$ cat config.mk
export PLATFORM = sky130hd
export DESIGN_NAME = button_event_decoder
export DESIGN_NICKNAME = d
export VERILOG_FILES = /design/src/rtl/button_event_decoder.sv
export SDC_FILE = /design/constraint.sdc
export NUM_CORES = 1
export LEC_CHECK = 0
export BUFFER_PORTS_ARGS = -buffer_cell sky130_fd_sc_hd__buf_2
export CAP_MARGIN = 20
export CORE_ASPECT_RATIO = 1.4
export CORE_MARGIN = 3
export CORE_UTILIZATION = 64
export DETAILED_ROUTE_END_ITERATION = 7
export GPL_TIMING_DRIVEN = 0
export PLACE_DENSITY_LB_ADDON = 0.25
export SETUP_SLACK_MARGIN = 0.2
export SKIP_CTS_REPAIR_TIMING = 1
export SLEW_MARGIN = 30
export SYNTH_ARGS = -nofsm -noshare
export SYNTH_HDL_FRONTEND = slang
export SYNTH_SLANG_ARGS = --single-unit
export TNS_END_PERCENT = 50
$ cat constraint.sdc
create_clock -name clk -period 6 [get_ports clk]
set_input_delay 1.8 -clock clk [delete_from_list [all_inputs] [get_ports clk]]
set_output_delay 1.8 -clock clk [all_outputs]
set_load 0.03 [all_outputs]
$ cat src/rtl/button_event_decoder.sv
// button_event_decoder
//
// Turns the debounced, clk-synchronous button level into one-cycle user
// events (press, release, short press, long press, auto-repeat) and keeps
// the image-filter mode selection. A short press steps to the next mode and
// a long press returns to mode 0.
//
// Ports:
//   clk            system clock
//   reset          asynchronous, active-high reset
//   btn_level      debounced button level, active high, synchronous to clk
//   press_pulse    one-cycle strobe on press
//   release_pulse  one-cycle strobe on release
//   short_press    one-cycle strobe on release before the long threshold
//   long_press     one-cycle strobe when the long-press threshold is reached
//   repeat_pulse   one-cycle strobe every REPEAT_TICKS after a long press
//   held           high while the button is held (PRESSED or LONG_HELD)
//   mode_sel       current filter mode, 0..NUM_MODES-1
//
// state        | meaning
// -------------+--------------------------------------------------------
// ST_WAIT_REL  | after reset; waits for the button to be seen released
// ST_IDLE      | button released, waiting for a press
// ST_PRESSED   | button held, counting towards the long-press threshold
// ST_LONG_HELD | long press recognised, counting auto-repeat periods
//
// Every output is registered, so a strobe appears the cycle after the
// btn_level sample that causes it.

module button_event_decoder #(
    parameter int unsigned CLOCK_FREQ_HZ = 100_000_000,
    parameter int unsigned LONG_PRESS_MS = 1000,
    parameter int unsigned REPEAT_MS     = 200,
    parameter int unsigned NUM_MODES     = 8,
    localparam int unsigned MODE_BITS    = $clog2(NUM_MODES)
) (
    input  logic                 clk,
    input  logic                 reset,
    input  logic                 btn_level,
    output logic                 press_pulse,
    output logic                 release_pulse,
    output logic                 short_press,
    output logic                 long_press,
    output logic                 repeat_pulse,
    output logic                 held,
    output logic [MODE_BITS-1:0] mode_sel
);

    localparam int unsigned TICKS_PER_MS = CLOCK_FREQ_HZ / 1000;
    localparam int unsigned LONG_TICKS   = LONG_PRESS_MS * TICKS_PER_MS;
    localparam int unsigned REPEAT_TICKS = REPEAT_MS * TICKS_PER_MS;
    localparam int unsigned MAX_TICKS    = (LONG_TICKS > REPEAT_TICKS) ? LONG_TICKS : REPEAT_TICKS;
    localparam int unsigned CNT_BITS     = $clog2(MAX_TICKS);

    localparam logic [CNT_BITS-1:0]  LONG_TC   = CNT_BITS'(LONG_TICKS - 1);
    localparam logic [CNT_BITS-1:0]  REPEAT_TC = CNT_BITS'(REPEAT_TICKS - 1);
    localparam logic [MODE_BITS-1:0] MODE_LAST = MODE_BITS'(NUM_MODES - 1);

    // ST_WAIT_REL must encode as 0 so the whole block resets to zero.
    typedef enum logic [1:0] {
        ST_WAIT_REL  = 2'd0,
        ST_IDLE      = 2'd1,
        ST_PRESSED   = 2'd2,
        ST_LONG_HELD = 2'd3
    } state_t;

    state_t               state_q, state_d;
    logic [CNT_BITS-1:0]  cnt_q, cnt_d;
    logic [MODE_BITS-1:0] mode_q, mode_d;
    logic                 press_q, press_d;
    logic                 release_q, release_d;
    logic                 short_q, short_d;
    logic                 long_q, long_d;
    logic                 repeat_q, repeat_d;
    logic                 held_q, held_d;
    logic [MODE_BITS-1:0] mode_next;

    // Explicit wrap so non-power-of-two mode counts cycle correctly.
    assign mode_next = (mode_q == MODE_LAST) ? '0 : mode_q + 1'b1;

    always_comb begin
        state_d   = state_q;
        cnt_d     = cnt_q;
        mode_d    = mode_q;
        press_d   = 1'b0;
        release_d = 1'b0;
        short_d   = 1'b0;
        long_d    = 1'b0;
        repeat_d  = 1'b0;

        case (state_q)
            ST_WAIT_REL: begin
                if (!btn_level) begin
                    state_d = ST_IDLE;
                end
            end
            ST_IDLE: begin
                if (btn_level) begin
                    state_d = ST_PRESSED;
                    press_d = 1'b1;
                    cnt_d   = '0;
                end
            end
            ST_PRESSED: begin
                // Release is tested first so it wins over the threshold.
                if (!btn_level) begin
                    state_d   = ST_IDLE;
                    release_d = 1'b1;
                    short_d   = 1'b1;
                    mode_d    = mode_next;
                end else if (cnt_q == LONG_TC) begin
                    state_d = ST_LONG_HELD;
                    long_d  = 1'b1;
                    mode_d  = '0;
                    cnt_d   = '0;
                end else begin
                    cnt_d = cnt_q + 1'b1;
                end
            end
            ST_LONG_HELD: begin
                if (!btn_level) begin
                    state_d   = ST_IDLE;
                    release_d = 1'b1;
                end else if (cnt_q == REPEAT_TC) begin
                    repeat_d = 1'b1;
                    cnt_d    = '0;
                end else begin
                    cnt_d = cnt_q + 1'b1;
                end
            end
            default: begin
                state_d = ST_WAIT_REL;
            end
        endcase

        // Registered from the next state so held rises with press_pulse
        // and falls with release_pulse.
        held_d = (state_d == ST_PRESSED) || (state_d == ST_LONG_HELD);
    end

    always_ff @(posedge clk or posedge reset) begin
        if (reset) begin
            state_q   <= ST_WAIT_REL;
            cnt_q     <= '0;
            mode_q    <= '0;
            press_q   <= 1'b0;
            release_q <= 1'b0;
            short_q   <= 1'b0;
            long_q    <= 1'b0;
            repeat_q  <= 1'b0;
            held_q    <= 1'b0;
        end else begin
            state_q   <= state_d;
            cnt_q     <= cnt_d;
            mode_q    <= mode_d;
            press_q   <= press_d;
            release_q <= release_d;
            short_q   <= short_d;
            long_q    <= long_d;
            repeat_q  <= repeat_d;
            held_q    <= held_d;
        end
    end

    assign press_pulse   = press_q;
    assign release_pulse = release_q;
    assign short_press   = short_q;
    assign long_press    = long_q;
    assign repeat_pulse  = repeat_q;
    assign held          = held_q;
    assign mode_sel      = mode_q;

endmodule

==> results.ini, run 1 <==
[floorplanning]
core_um2 = 2910
rows = 23
die_y_um = 71.8
start_util = 0.681
io-pin-count = 12
die_area_um2 = 3800
die_w_um = 53.0

[run]
maxCapViolCount = 0

[sta]
hold_viol = 0
whs_ns = 0.553
max_slew_margin = 0.497
finalSetupViolations = 0
rsz0062_at_grt = no
finalSetupTns_ns = 0
timing.fmax_ghz = 0.286
final_max_slew_viol_count = 0
worstMarginPinSlew_ns = 0.753
min_period_over_period = 0.583
period_minus_slack_ns = 3.50
finClkSkew_ns = 0.00876

[logic_synthesis]
synth_warnings = 0
synthDistinctLibCells = 42
syn-instance-count = 198
synth-main-ff-cell = dfrtp_1
synth_nets = 208
synthArstFlopShare = 1.00
ys_seq_area_frac = 0.468
syn-cell-area_um2 = 1980
synth_area_per_cell_um2 = 9.99
ys_seq_elements = 37
synth_edf_count = 0

[power_and_ir_drop]
p_per_area_nw_per_um2 = 384
swShare = 0.386
p_seq_frac = 0.357
combinationalPowerShare = 0.375
ir_worst_vdd_mv = 0.275
total_power_mw = 0.847
p_sw_mw = 0.327
p_int_mw = 0.520
clock_power_share = 0.268
cellLeakagePower_nw = 0.986

[layout]
antenna_cells_inserted = 0
drive_gt1_frac = 0.143
final_common_cell = dfrtp_1
seq_area_um2 = 926
layout_common_cells = dfrtp_1 (37), nor2_1 (33), xor2_1 (17)
nNetsFinal = 226
fill_cells = 199
multi_input_area_um2 = 992
area_delta_synth_final_pct = 11.6
postLayoutCellArea_um2 = 2210

[placement]
placed_area_um2 = 2080
gp_congestion = 0.805
dpl.hpwl_um = 2910
io_buffers = 11

[worst_setup_path]
start_kind = input pin
arrival_ns = 3.73
path_class = input pin to flip-flop
cp-end-kind = flip-flop
reg2reg_depth = 8
critPathRequiredTime_ns = 6.24
crit_path_max_fanout = 9

[clocking]
clkLatencyLatePin_ns = 0.30
root_buffer = clkbuf_8
htreeDepth = 2
clk_path_buf_depth = 2
cts_made_buffers = 5
cts_tree = yes
clock-sinks = 37
cts.clk_slew.worst_paths_ns = 0.08

[status]
outcome = completed

[route]
avgViaCountPerCell = 6.35
drt-pass1-iter-count = 4
drc = 0
via_count = 1613
ant_nets = 0
drt_iter0_markers = 82
avgRoutedWirePerCell_um = 17.6
wirelength_um = 4480

[worst_hold_path]
whs_path_depth = 1
hold_class = flip-flop to flip-flop

[grt]
antenna_found_initial = 0
grt_pass1_vias = 1607
grt_max_degree = 38
grt_pass1_wl_um = 7170
grt_usage = 0.256
grt_overflow = 0

[layout make-up]
cell class / count / area share
Timing Repair Buffer: 11 / 0.0249
Tap cell: 37 / 0.0210
Clock inverter: 1 / 0.0136
Buffer: 5 / 0.0193
Sequential cell: 37 / 0.419
Clock buffer: 7 / 0.0391
Inverter: 8 / 0.0136
Multi-Input combinational cell: 148 / 0.449
[layer usage]
metal | vias up | track usage | part of all wire
met4 | 0 | 0.131 | 0.025
li1 | 743 | - | -
met5 | - | 0 | 0
met1 | 802 | 0.276 | 0.37
met3 | 12 | 0.0603 | 0.047
met2 | 56 | 0.450 | 0.55
[sequential cells by signal, indices dropped and copies added, names as in the netlist]
| register | cells |
|---|---|
| mode_sel | 3 |
| repeat_pulse | 1 |
| cnt_q | 27 |
| state_q | 1 |
| long_press | 1 |
| short_press | 1 |
| held | 1 |
| release_pulse | 1 |
| press_pulse | 1 |
[stage by stage]
stage,std cells,setup slack [ns],util
final,254,2.50,0.760
after global routing,254,2.40,0.760
after CTS,254,2.51,0.755
after detailed placement,246,2.26,0.715
after global placement,246,2.37,0.715
after floorplan,198,2.76,-
[power groups by stage]
stage	registers (mW)	logic [mW]	clock network [mW]
finish	0.303	0.318	0.227
global route	0.306	0.344	0.235
CTS	0.302	0.309	0.228
detailed placement	0.307	0.308	0
global placement	0.303	0.289	0
floorplan	0.336	0.202	0
[worst max-delay path, cell delays in order]
cell and delay (ns):
buf_2 0.15, clkinv_1 0.30, a2111oi_4 0.73, nand3_2 0.20, or3_1 0.41, a21oi_2 0.13
[path summary, 6_finish.rpt]
kind	start	endpoint	slack, ns
min in group asynchronous	reset	cnt_q[16]$_DFFE_PP0P_	1.63
max in group asynchronous	reset	cnt_q[11]$_DFFE_PP0P_	3.89
worst max register to register	state_q[0]$_DFF_PP0_	cnt_q[26]$_DFFE_PP0P_	3.12
worst min register to register	mode_sel[2]$_DFFE_PP0P_	mode_sel[2]$_DFFE_PP0P_	0.55
worst min-delay path	mode_sel[2]$_DFFE_PP0P_	mode_sel[2]$_DFFE_PP0P_	0.55
worst max-delay path	btn_level	cnt_q[26]$_DFFE_PP0P_	2.50
[kinds of logic after synthesis]
logic type | after synthesis | synth area share
AND/OR/NAND/NOR | 94 | 0.248
flip-flops | 37 | 0.468
AO/OA/AOI/OAI | 26 | 0.109
XOR/XNOR | 20 | 0.0886
buffers and inverters | 13 | 0.0367
adder cells (fa/ha/maj) | 7 | 0.0443
multiplexers | 1 | 0.00506
[Yosys cell counts (2+ instances only)]
library cell	number	share of area
a21oi_1	5	0.013
a22o_1	3	0.013
and3_1	3	0.0095
and4_1	5	0.022
buf_6	3	0.017
dfrtp_1	37	0.47
ha_1	7	0.044
inv_1	7	0.013
nand2_1	13	0.025
nand3_1	9	0.023
nand4_1	12	0.038
nor2_1	33	0.063
nor3_1	5	0.013
nor4_1	2	0.0063
o21ai_0	8	0.020
or3_1	2	0.0063
xnor2_1	3	0.013
xor2_1	17	0.075
Power figures use the tool's default switching activity.
==> run 2: changes to the inputs <==
--- a/config.mk
+++ b/config.mk
@@ -5,11 +5,12 @@
 export SDC_FILE = /design/constraint.sdc
 export NUM_CORES = 1
 export LEC_CHECK = 0
+export ABC_AREA = 1
 export BUFFER_PORTS_ARGS = -buffer_cell sky130_fd_sc_hd__buf_2
 export CAP_MARGIN = 20
 export CORE_ASPECT_RATIO = 1.4
 export CORE_MARGIN = 3
-export CORE_UTILIZATION = 64
+export CORE_UTILIZATION = 61
 export DETAILED_ROUTE_END_ITERATION = 7
 export GPL_TIMING_DRIVEN = 0
 export PLACE_DENSITY_LB_ADDON = 0.25
==> constraint.sdc (replaced) <==
create_clock -name clk -period 3.3 [get_ports clk]
set_input_delay 0.99 -clock clk [delete_from_list [all_inputs] [get_ports clk]]
set_output_delay 0.99 -clock clk [all_outputs]
set_load 0.03 [all_outputs]
==> results.ini, run 2 <==
[logic_synthesis]
synth-main-ff-cell = dfrtp_1
synth_commonest_cells = nand2_1 (97), inv_1 (63), nor2_1 (39)
ys_seq_area_frac = 0.377  ; -0.0915
synthDistinctLibCells = 29  ; -31%
ys_seq_elements = 37  ; unchanged
synth_largest_area_cell = dfrtp_1
syn-instance-count = 348  ; +76%
yosysMostFrequentCell = nand2_1
syn-cell-area_um2 = 2460  ; +24%
synth_area_per_cell_um2 = 7.06  ; -29%
synth_nets = 358  ; +72%
yosys.area.top_type_share = 0.377  ; -0.0915
synthArstFlopShare = 1.00  ; unchanged
synth_edf_count = 0  ; unchanged
ys_top_cells_by_area = dfrtp_1 (38%), nand2_1 (15%), inv_1 (9.6%), nor2_1 (6.0%), nand3_1 (5.7%)
synth_warnings = 0  ; unchanged

[route]
avgRoutedWirePerCell_um = 13.3  ; -25%
drt-pass1-iter-count = 4  ; unchanged
drt_iter0_markers = 71  ; -13%
avgViaCountPerCell = 5.34  ; -16%
drc = 0  ; unchanged
wirelength_um = 5430  ; +21%
via_count = 2183  ; +35%
ant_nets = 0  ; unchanged

[placement]
dpl.hpwl_um = 4080  ; +40%
io_buffers = 10  ; -1
gp_congestion = 0.967  ; +20%
placed_area_um2 = 2580  ; +24%

[run]
maxCapViolCount = 0  ; unchanged

[worst_setup_path]
cp-end-kind = output port
path_class = flip-flop to output port
critPathRequiredTime_ns = 2.31  ; -3.93 ns
crit_path_max_fanout = 6  ; -3
crit_path_top_delay_cell = dfrtp_1
arrival_ns = 1.01  ; -2.72 ns
cp_num_buf_inv = 1  ; -1
critPathMaxStageDelay_ns = 0.47  ; -0.26 ns
start_kind = flip-flop
cpLargestDelayFamily = flip-flops
cp_cell_sequence = buf_2

[clocking]
cts_tree = yes
htreeDepth = 2  ; unchanged
root_buffer = clkbuf_8
clkLatencyLatePin_ns = 0.29  ; about the same
clock-sinks = 37  ; unchanged
cts.clk_slew.worst_paths_ns = 0.08  ; about the same
cts_made_buffers = 5  ; unchanged
clk_path_buf_depth = 2  ; unchanged

[floorplanning]
die_w_um = 59.7  ; +13%
die_area_um2 = 4840  ; +27%
rows = 26  ; +13%
io-pin-count = 12  ; unchanged
core_um2 = 3770  ; +30%
die_y_um = 81.1  ; +13%
start_util = 0.652  ; -0.0291

[sta]
max_slew_margin = 0.778  ; +0.281
finalSetupTns_ns = 0  ; unchanged
hold_viol = 0  ; unchanged
timing.fmax_ghz = 0.501
final_max_slew_viol_count = 0  ; unchanged
worstMarginPinSlew_ns = 0.330  ; -0.424 ns
min_period_over_period = 0.605
finalSetupViolations = 0  ; unchanged
rsz0062_at_grt = no
finClkSkew_ns = 0.00543  ; -0.00332 ns
period_minus_slack_ns = 2.00

[grt]
antenna_found_initial = 0  ; unchanged
grt_max_degree = 27  ; -29%
grt_usage = 0.259  ; +0.00314
grt_pass1_vias = 2204  ; +37%
grt_overflow = 0  ; unchanged
grt_pass1_wl_um = 9490  ; +32%

[layout]
drive_gt1_frac = 0.155  ; +0.0125
postLayoutCellArea_um2 = 2670  ; +21%
final_common_cell = nand2_1
nNetsFinal = 376  ; +66%
area_delta_synth_final_pct = 8.50
largest_register = cnt_q
utilization = 0.707  ; -0.0529
largest_reg_flops = 27  ; unchanged
antenna_cells_inserted = 0  ; unchanged
layout_common_cells = nand2_1 (97), inv_1 (62), nor2_1 (39)

[power_and_ir_drop]
ir_worst_vdd_mv = 0.713  ; +160%
p_per_area_nw_per_um2 = 573  ; +49%
cellLeakagePower_nw = 1.46  ; +49%

[worst_hold_path]
hold_class = flip-flop to flip-flop

[status]
outcome = completed

==> run 2: final timing paths <==
check                                        end  cells past startpoint            startpoint  slack [ns]
max                                         held                      1        held$_DFF_PP0_        1.30
min reg2reg                 cnt_q[1]$_DFFE_PP0P_                      2  cnt_q[1]$_DFFE_PP0P_        0.53
min                         cnt_q[1]$_DFFE_PP0P_                      2  cnt_q[1]$_DFFE_PP0P_        0.53
min in group asynchronous  cnt_q[21]$_DFFE_PP0P_                      2                 reset        0.63
max reg2reg                 cnt_q[5]$_DFFE_PP0P_                      9        held$_DFF_PP0_        1.31
max in group asynchronous  cnt_q[10]$_DFFE_PP0P_                      3                 reset        2.24
==> run 2: final cells by class <==
| cell class | count | area [um^2] |
|---|---|---|
| Clock buffer | 5 | 68.8 |
| Sequential cell | 37 | 926 |
| Multi-Input combinational cell | 238 | 1220 |
| Timing Repair Buffer | 11 | 70.1 |
| Buffer | 5 | 53.8 |
| Inverter | 68 | 260 |
| Tap cell | 42 | 52.6 |
| Clock inverter | 3 | 17.5 |
| Fill cell | 313 | 1110 |
==> run 2: through the flow <==
step | cells | total power, mW | hold slack [ns] | worst slack [ns]
after floorplan | 348 | 1.05 | 0.475 | 1.25
after global placement | 400 | 1.20 | 0.494 | 0.957
after detailed placement | 401 | 1.22 | 0.517 | 1.05
after CTS | 409 | 1.54 | 0.534 | 1.31
after global routing | 409 | 1.63 | 0.575 | 1.07
final | 409 | 1.53 | 0.531 | 1.30
==> run 2: logic make-up (layout without fill, tap and decap cells) <==
kind of cell | Yosys count | after routing | synth area share
buffers and inverters | 73 | 92 | 0.128
xor gates and xnor gates | 9 | 9 | 0.0321
DFF | 37 | 37 | 0.377
and+or+nand+nor | 214 | 214 | 0.408
AOI/OAI and AO/OA | 8 | 8 | 0.0198
adders and majority gates | 7 | 7 | 0.0356
==> run 2: routing by layer <==
metal  share of wire  routed length [um]  up-vias  GRT usage
met5               0                   0        -          0
met4           0.031                 167        0      0.122
met3           0.033                 181       18     0.0509
met2            0.52                2810       48      0.450
met1            0.42                2270     1019      0.298
li1                -                   -     1098          -
==> run 2: power by group <==
| group | total [mW] | internal (mW) | switching [mW] |
|---|---|---|---|
| clock | 0.312 | 0.146 | 0.166 |
| sequential | 0.543 | 0.501 | 0.0414 |
| combinational | 0.673 | 0.214 | 0.459 |
